===== src/rtl/lsu_rmw.sv =====
// Load/store initiator for a word-wide 1-cycle-read RAM: byte/half/word access, sub-word RMW,
// load extension. Define LSU_MISALIGN_TRAP_EN to trap misaligned half/word accesses.
module lsu_rmw #(
    parameter int unsigned DEPTH  = 1024,
    parameter int unsigned ADDR_W = $clog2(DEPTH) + 2,
    localparam int unsigned AW    = $clog2(DEPTH)
) (
    input  logic              clock,
    input  logic              reset,
    input  logic              req_valid,
    output logic              req_ready,
    input  logic              req_we,
    input  logic [1:0]        req_size,
    input  logic              req_unsigned,
    input  logic [ADDR_W-1:0] req_addr,
    input  logic [31:0]       req_wdata,
    output logic              resp_valid,
    output logic [31:0]       resp_rdata,
    output logic              resp_err,
    output logic              mem_write_en,
    output logic [AW-1:0]     mem_addr,
    output logic [31:0]       mem_wdata,
    input  logic [31:0]       mem_rdata
);

    typedef enum logic [2:0] {StIdle, StRead, StWait, StWrite, StResp} state_t;

    state_t            r_state;
    logic              r_we;
    logic [1:0]        r_size;
    logic              r_unsigned;
    logic [ADDR_W-1:0] r_addr;
    logic [31:0]       r_wdata;
    logic              r_resp_valid;
    logic [31:0]       r_resp_rdata;
    logic              r_resp_err;
    logic              r_mem_we;
    logic [31:0]       r_mem_wdata;

    logic              w_misalign;
    logic [7:0]        w_byte;
    logic [15:0]       w_half;
    logic [31:0]       w_load;
    logic [31:0]       w_merge;

`ifdef LSU_MISALIGN_TRAP_EN
    assign w_misalign = ((req_size == 2'd1) && req_addr[0]) ||
                        (req_size[1] && (req_addr[1:0] != 2'b00));
`else
    assign w_misalign = 1'b0;
`endif

    assign w_byte = mem_rdata[{r_addr[1:0], 3'b000} +: 8];
    assign w_half = mem_rdata[{r_addr[1], 4'b0000} +: 16];

    always_comb begin
        w_load = mem_rdata;
        case (r_size)
            2'd0:    w_load = {{24{~r_unsigned & w_byte[7]}}, w_byte};
            2'd1:    w_load = {{16{~r_unsigned & w_half[15]}}, w_half};
            default: w_load = mem_rdata;
        endcase
    end

    // Only the addressed lane is replaced; the rest of the word comes back from RAM unchanged.
    always_comb begin
        w_merge = mem_rdata;
        case (r_size)
            2'd0:    w_merge[{r_addr[1:0], 3'b000} +: 8] = r_wdata[7:0];
            2'd1:    w_merge[{r_addr[1], 4'b0000} +: 16] = r_wdata[15:0];
            default: w_merge = r_wdata;
        endcase
    end

    always_ff @(posedge clock or posedge reset) begin
        if (reset) begin
            r_state      <= StIdle;
            r_we         <= 1'b0;
            r_size       <= 2'd0;
            r_unsigned   <= 1'b0;
            r_addr       <= '0;
            r_wdata      <= '0;
            r_resp_valid <= 1'b0;
            r_resp_rdata <= '0;
            r_resp_err   <= 1'b0;
            r_mem_we     <= 1'b0;
            r_mem_wdata  <= '0;
        end else begin
            r_resp_valid <= 1'b0;
            r_resp_err   <= 1'b0;
            r_mem_we     <= 1'b0;
            case (r_state)
                StIdle: begin
                    if (req_valid) begin
                        r_we       <= req_we;
                        r_size     <= req_size;
                        r_unsigned <= req_unsigned;
                        r_addr     <= req_addr;
                        r_wdata    <= req_wdata;
                        if (w_misalign) begin
                            r_resp_valid <= 1'b1;
                            r_resp_err   <= 1'b1;
                            r_resp_rdata <= '0;
                            r_state      <= StResp;
                        end else if (req_we && req_size[1]) begin
                            r_mem_wdata <= req_wdata;
                            r_mem_we    <= 1'b1;
                            r_state     <= StWrite;
                        end else begin
                            r_state <= StRead;
                        end
                    end
                end
                StRead: r_state <= StWait;
                StWait: begin
                    if (r_we) begin
                        r_mem_wdata <= w_merge;
                        r_mem_we    <= 1'b1;
                        r_state     <= StWrite;
                    end else begin
                        r_resp_rdata <= w_load;
                        r_resp_valid <= 1'b1;
                        r_state      <= StResp;
                    end
                end
                StWrite: begin
                    r_resp_rdata <= '0;
                    r_resp_valid <= 1'b1;
                    r_state      <= StResp;
                end
                StResp:  r_state <= StIdle;
                default: r_state <= StIdle;
            endcase
        end
    end

    assign req_ready    = (r_state == StIdle) && !reset;
    assign resp_valid   = r_resp_valid;
    assign resp_rdata   = r_resp_rdata;
    assign resp_err     = r_resp_err;
    assign mem_write_en = r_mem_we;
    assign mem_addr     = r_addr[ADDR_W-1:2];
    assign mem_wdata    = r_mem_wdata;

endmodule

===== config.mk =====
export PLATFORM = sky130hd
export DESIGN_NAME = lsu_rmw
export DESIGN_NICKNAME = d
export VERILOG_FILES = /design/src/rtl/lsu_rmw.sv
export SDC_FILE = /design/constraint.sdc
export NUM_CORES = 1
export LEC_CHECK = 0
export CAP_MARGIN = 40
export CORE_ASPECT_RATIO = 1.1
export CORE_MARGIN = 2
export CORE_UTILIZATION = 40
export CTS_CLUSTER_SIZE = 8
export DETAILED_ROUTE_END_ITERATION = 6
export PLACE_DENSITY = 0.78
export SETUP_SLACK_MARGIN = 0.4
export SLEW_MARGIN = 20
export SYNTH_ARGS = -nofsm -noshare
export SYNTH_HDL_FRONTEND = slang
export SYNTH_SLANG_ARGS = --single-unit
export TNS_END_PERCENT = 1

===== constraint.sdc =====
create_clock -name clock -period 5.4 [get_ports clock]
set_input_delay 1.08 -clock clock [delete_from_list [all_inputs] [get_ports clock]]
set_output_delay 1.08 -clock clock [all_outputs]
set_load 0.005 [all_outputs]

# After elaboration in Yosys (flattened, before gate mapping)
# Index checks and enable logic that the tools add are counted.
# classes
n_mux,20
eq_ne,8
reduce_logical,10
n_bitwise,3
shift,6
addsub,2
# ops
op,count
$pmux W32 S2,4
$mux W32,4
$bwmux W32,2
$shift A16 B7 Y32 const A,1
$shift A8 B7 Y32 const A,1
$shiftx A16 B7 Y32,1
$shiftx A32 B6 Y16,1
$shiftx A32 B6 Y8,1
$shiftx A8 B7 Y32,1
$neg A5 Y7,2
$pmux W3 S4,1
$ne A2 B2 Y1 const B,4
$eq A3 B2 Y1 const B,2
$mux W3,2
$mux W1,4
$pmux W1 S2,2
$reduce_and A2 Y1,2
$reduce_and A4 Y1,1
$reduce_bool A2 Y1,2
$eq A3 B1 Y1 const B,1
$logic_not A3 Y1,1
$and A1 B1 Y1,2
$eq A2 B1 Y1 const B,1
$logic_and A1 B1 Y1,2
4 further kinds,4
# word_totals
out_inout_bits,78
word_cells,59
in_bits,83
regBits,117

# Logic depth before layout (Yosys ltp)
# logic_depth
word_depth,6
ltp_mapped,8
depth_no_buf,6

# Worst setup path after synthesis
# OpenSTA, ideal clock, no wires.
# synth_path
kind,input port to output port
startpoint,input reset
endpoint,output req_ready
path_buffers,0
stages,1
slack_ns,3.048
t_required_ns,4.320
t_arrival_ns,1.272
cell_sequence,nor3_1
# synth_via
elab_chain_len,2
# synth_rtl
item,line,source
from (decl),9,"input logic reset,"
$logic_not A1 Y1,137,assign req_ready = (r_state == StIdle) && !reset;
$logic_and A1 B1 Y1,137,
to (decl),11,"output logic req_ready,"
# No other way between the ends.

# Final worst setup path
# Same ends and word-level chain as after synthesis.

==> metrics.md <==
| Metric | Value |
|---|---|
| Final Total Pwr | `5170 uW` |
| Diode count | `0` |
| Vias in the first global route | `5631` |
| Setup TNS | `0 ns` |
| Die ar. | `16800 um^2` |
| Global-route wire length before repair | `roughly 31 mm` |
| Min-delay worst type | `reg2reg` |
| Most common cell in the synthesized netlist | `dfrtp_1` |
| Max-Cap Viols | `0` |
| Residual DRC count | `0` |
| Post-CTS resize count | `0` |
| RSZ-0062 raised after global routing | `no` |
| Cell mode on critical path | `clkdlybuf4s50_1` |
| Worst Path Buf+Inv | `2` |
| Lkg Pwr | `0.00354 uW` |
| Placement-stage cell area | `between 8000 and 9000 um^2` |
| Largest net degree at the start of global routing | `53` |
| Yosys reg bits | `~120` |
| Layout cells sized above 1 | `15.5%` |
| Post-detailed-route wirelength per cell | `21.3 um` |
| Standard-cell rows | `between 40 and 50` |
| Peak per-stage delay on the critical path | `0.53 ns` |
| Setup crit end kind | `output pin` |
| Worst-path clk slew | `0.05 ns` |
| Io pins | `161` |
| Post-CTS Hold Fix Bufs | `0` |
| Hold Slack | `0.478 ns` |
| CP Class | `in2out` |
| Initial drt markers | `~570` |
| Status | `finished clean` |
| DR pass1 iterations | `5` |
| Final design utilization | `55.8%` |
| Root Buffer | `clkbuf_16` |
| Startpoint Class | `input port` |
| Yosys cell types | `50` |
| Largest delay contributor family on the critical path | `buffers and inverters` |
| Hold worst-path end | `mem_wdata[18]` |
| Final Skew | `0.00827 ns` |
| Initial Utilization | `40.7%` |
| CP required | `4.32 ns` |
| Top post-synthesis cells by area | `dfrtp_1 46%, mux2_2 8.0%, a221o_1 7.6%` |
| H-tree level count | `4` |
| Post-CTS Setup Repair Bufs | `0` |
| Die extent in x | `124 um` |
| Max_slew headroom | `48.2%` |
| Dominant cell type by area after synthesis | `dfrtp_1` |
| Syn nets | `679` |
| Endpoints failing hold | `0` |
| Reg2reg start | `r_addr[0]` |
| Total gr overflow | `0` |
| Syn Area/Cell | `10.7 um^2` |
| Synth cell count leaders | `117 x dfrtp_1, 48 x a221o_1, 45 x mux2_2, 40 x o21ai_0, 38 x nand2_1` |
| Tot GR Track Use | `24.6%` |
| Dominant synthesized flop cell | `dfrtp_1` |
| Seq/Total Area, Yosys | `46.3%` |
| Core Area | `15600 um^2` |
| Final #Nets | `817` |
| Max frequency | `between 0.2 and 0.3 GHz` |
| Hold Path Origin | `mem_wdata[18]` |
| # fillers | `1354` |
| Peak supply drop | `0.289 mV` |
| Area delta synth->final | `37.1%` |
| Ys async rst share | `100%` |
| Cts bufs inserted | `17` |
| CTS tree | `yes` |
| Pwr Density | `about 600 nW/um^2` |
| Num Clock Sinks | `roughly 120` |
| Final ANT Viol Nets | `0` |
| Vias/cell | `about 6.0` |
| Crit-path cells | `clkdlybuf4s50_1 > nor3_1 > clkdlybuf4s50_1` |
| Critical R2R Capture | `mem_wdata[12]` |
| Fin area | `around 8700 um^2` |
| Worst slew pin tran | `0.758 ns` |
| Post-DP HPWL | `~14 mm` |
| Via Count | `5630` |
| Antenna violations before repair | `0` |
| Clock insertion delay at the later pin of the skew report | `about 0.42 ns` |
| Worst hold stages | `2` |
| R2R setup slack | `approximately 2.5 ns` |
| Longest Clk Path Bufs | `2` |
| Gpl congestion | `0.860` |
| Synth warnings | `0` |
| Syn Inst Count | `between 500 and 600` |
| Die height | `around 140 um` |
| Synth Cell Area | `6320 um^2` |
| Final Critical Period | `3.35 ns` |
| Finish-stage setup viols | `0` |
| Max-slew violations | `0` |
| Area fraction of the dominant cell type after synthesis | `46.3%` |
| Slowest cell on crit path | `clkdlybuf4s50_1` |
| Number of synthesized flops with an enable pin | `0` |
| Crit Path Max Fanout | `2` |
| Fin crit share | `slightly above 60%` |
| Port bufs | `around 160` |
| CP arrival | `2.27 ns` |
| Reg2reg path depth | `7` |
| Final wirelength | `around 20 mm` |
-- area by class of cell --
cell class	instances	area, um^2	area share (%)
Timing Repair Buffer	179	1790	20.6
Clock buffer	22	474	5.47
Inverter	16	62.6	0.721
Multi-Input combinational cell	398	3050	35.1
Clock inverter	10	128	1.47
Sequential cell	117	2930	33.8
Tap cell	200	250	2.89
-- metal layers --
layer | global-route usage [%] | part of all wire (%)
met5 | 0 | 0
met4 | 11.1 | 3.5
met3 | 5.66 | 6.7
met2 | 39.7 | 49
met1 | 31.4 | 41
-- kinds of logic after synthesis --
kind of cell	count (synthesis)	share of synthesized area, %
multiplexers	69	13.4
flip-flops	117	46.3
AO/OA/AOI/OAI	174	21.8
other	1	0.0593
AND/OR/NAND/NOR	149	11.7
adder cells (fa/ha/maj)	5	0.989
buffers and inverters	76	5.76
-- state kept, by name (all words and copies together) (netlist names) --
register and cells:
resp_rdata 32, r_wdata 32, r_size 2, mem_write_en 1
r_we 1, r_unsigned 1, r_addr 12, r_state 3
resp_valid 1, mem_wdata 32
-- through the flow --
step,instances,setup slack [ns]
finish,942,2.05
global route,942,1.97
CTS,940,2.05
detailed placement,908,2.07
global placement,900,2.03
floorplan,591,1.22
-- worst min-delay path, stage by stage, from the launching register on --
cell     delay, ns
dfrtp_1       0.34
nand2_1       0.04
o21ai_0       0.06
-- power breakdown --
| part | leakage [uW] | total, uW | internal (uW) | switching (uW) |
|---|---|---|---|---|
| Sequential | 0.00143 | 1620 | 1280 | 335 |
| Clock | 0.000299 | 1150 | 755 | 392 |
| Combinational | 0.00181 | 2400 | 1250 | 1150 |
-- cell usage in the layout (no fill, tap or decap), types with 3 or more instances in the layout --
cell / count
clkdlybuf4s50_1: 159
dfrtp_1: 117
a221o_1: 48
mux2_2: 45
o21ai_0: 40
nand2_1: 38
nor3_1: 36
nor2_1: 34
clkbuf_16: 17
a221oi_1: 16
mux2i_1: 16
inv_1: 14
buf_4: 12
a211oi_1: 9
a21oi_1: 9
nand3_1: 8
a22o_1: 8
and3_1: 8
mux4_2: 8
o22ai_1: 8
a22oi_1: 7
a2bb2oi_1: 7
nand2b_1: 6
clkinv_2: 6
ha_1: 5
o21ai_1: 4
a2111oi_2: 4
a2111oi_0: 4
nor2b_1: 3
o211ai_1: 3
clkbuf_8: 3
bufinv_16: 3
buf_2: 3
-- how the worst max path moves through the flow --
stage                     depth (start not counted)  slack (ns)      start      endpoint
after floorplan                                   1        1.22      reset  mem_wdata[0]
after global placement                            5        2.03  req_valid   r_wdata[13]
after detailed placement                          3        2.07      reset     req_ready
after CTS                                         3        2.05      reset     req_ready
after global routing                              3        1.97      reset     req_ready
final                                             3        2.05      reset     req_ready
No activity file was read; power rests on OpenSTA's default activity.
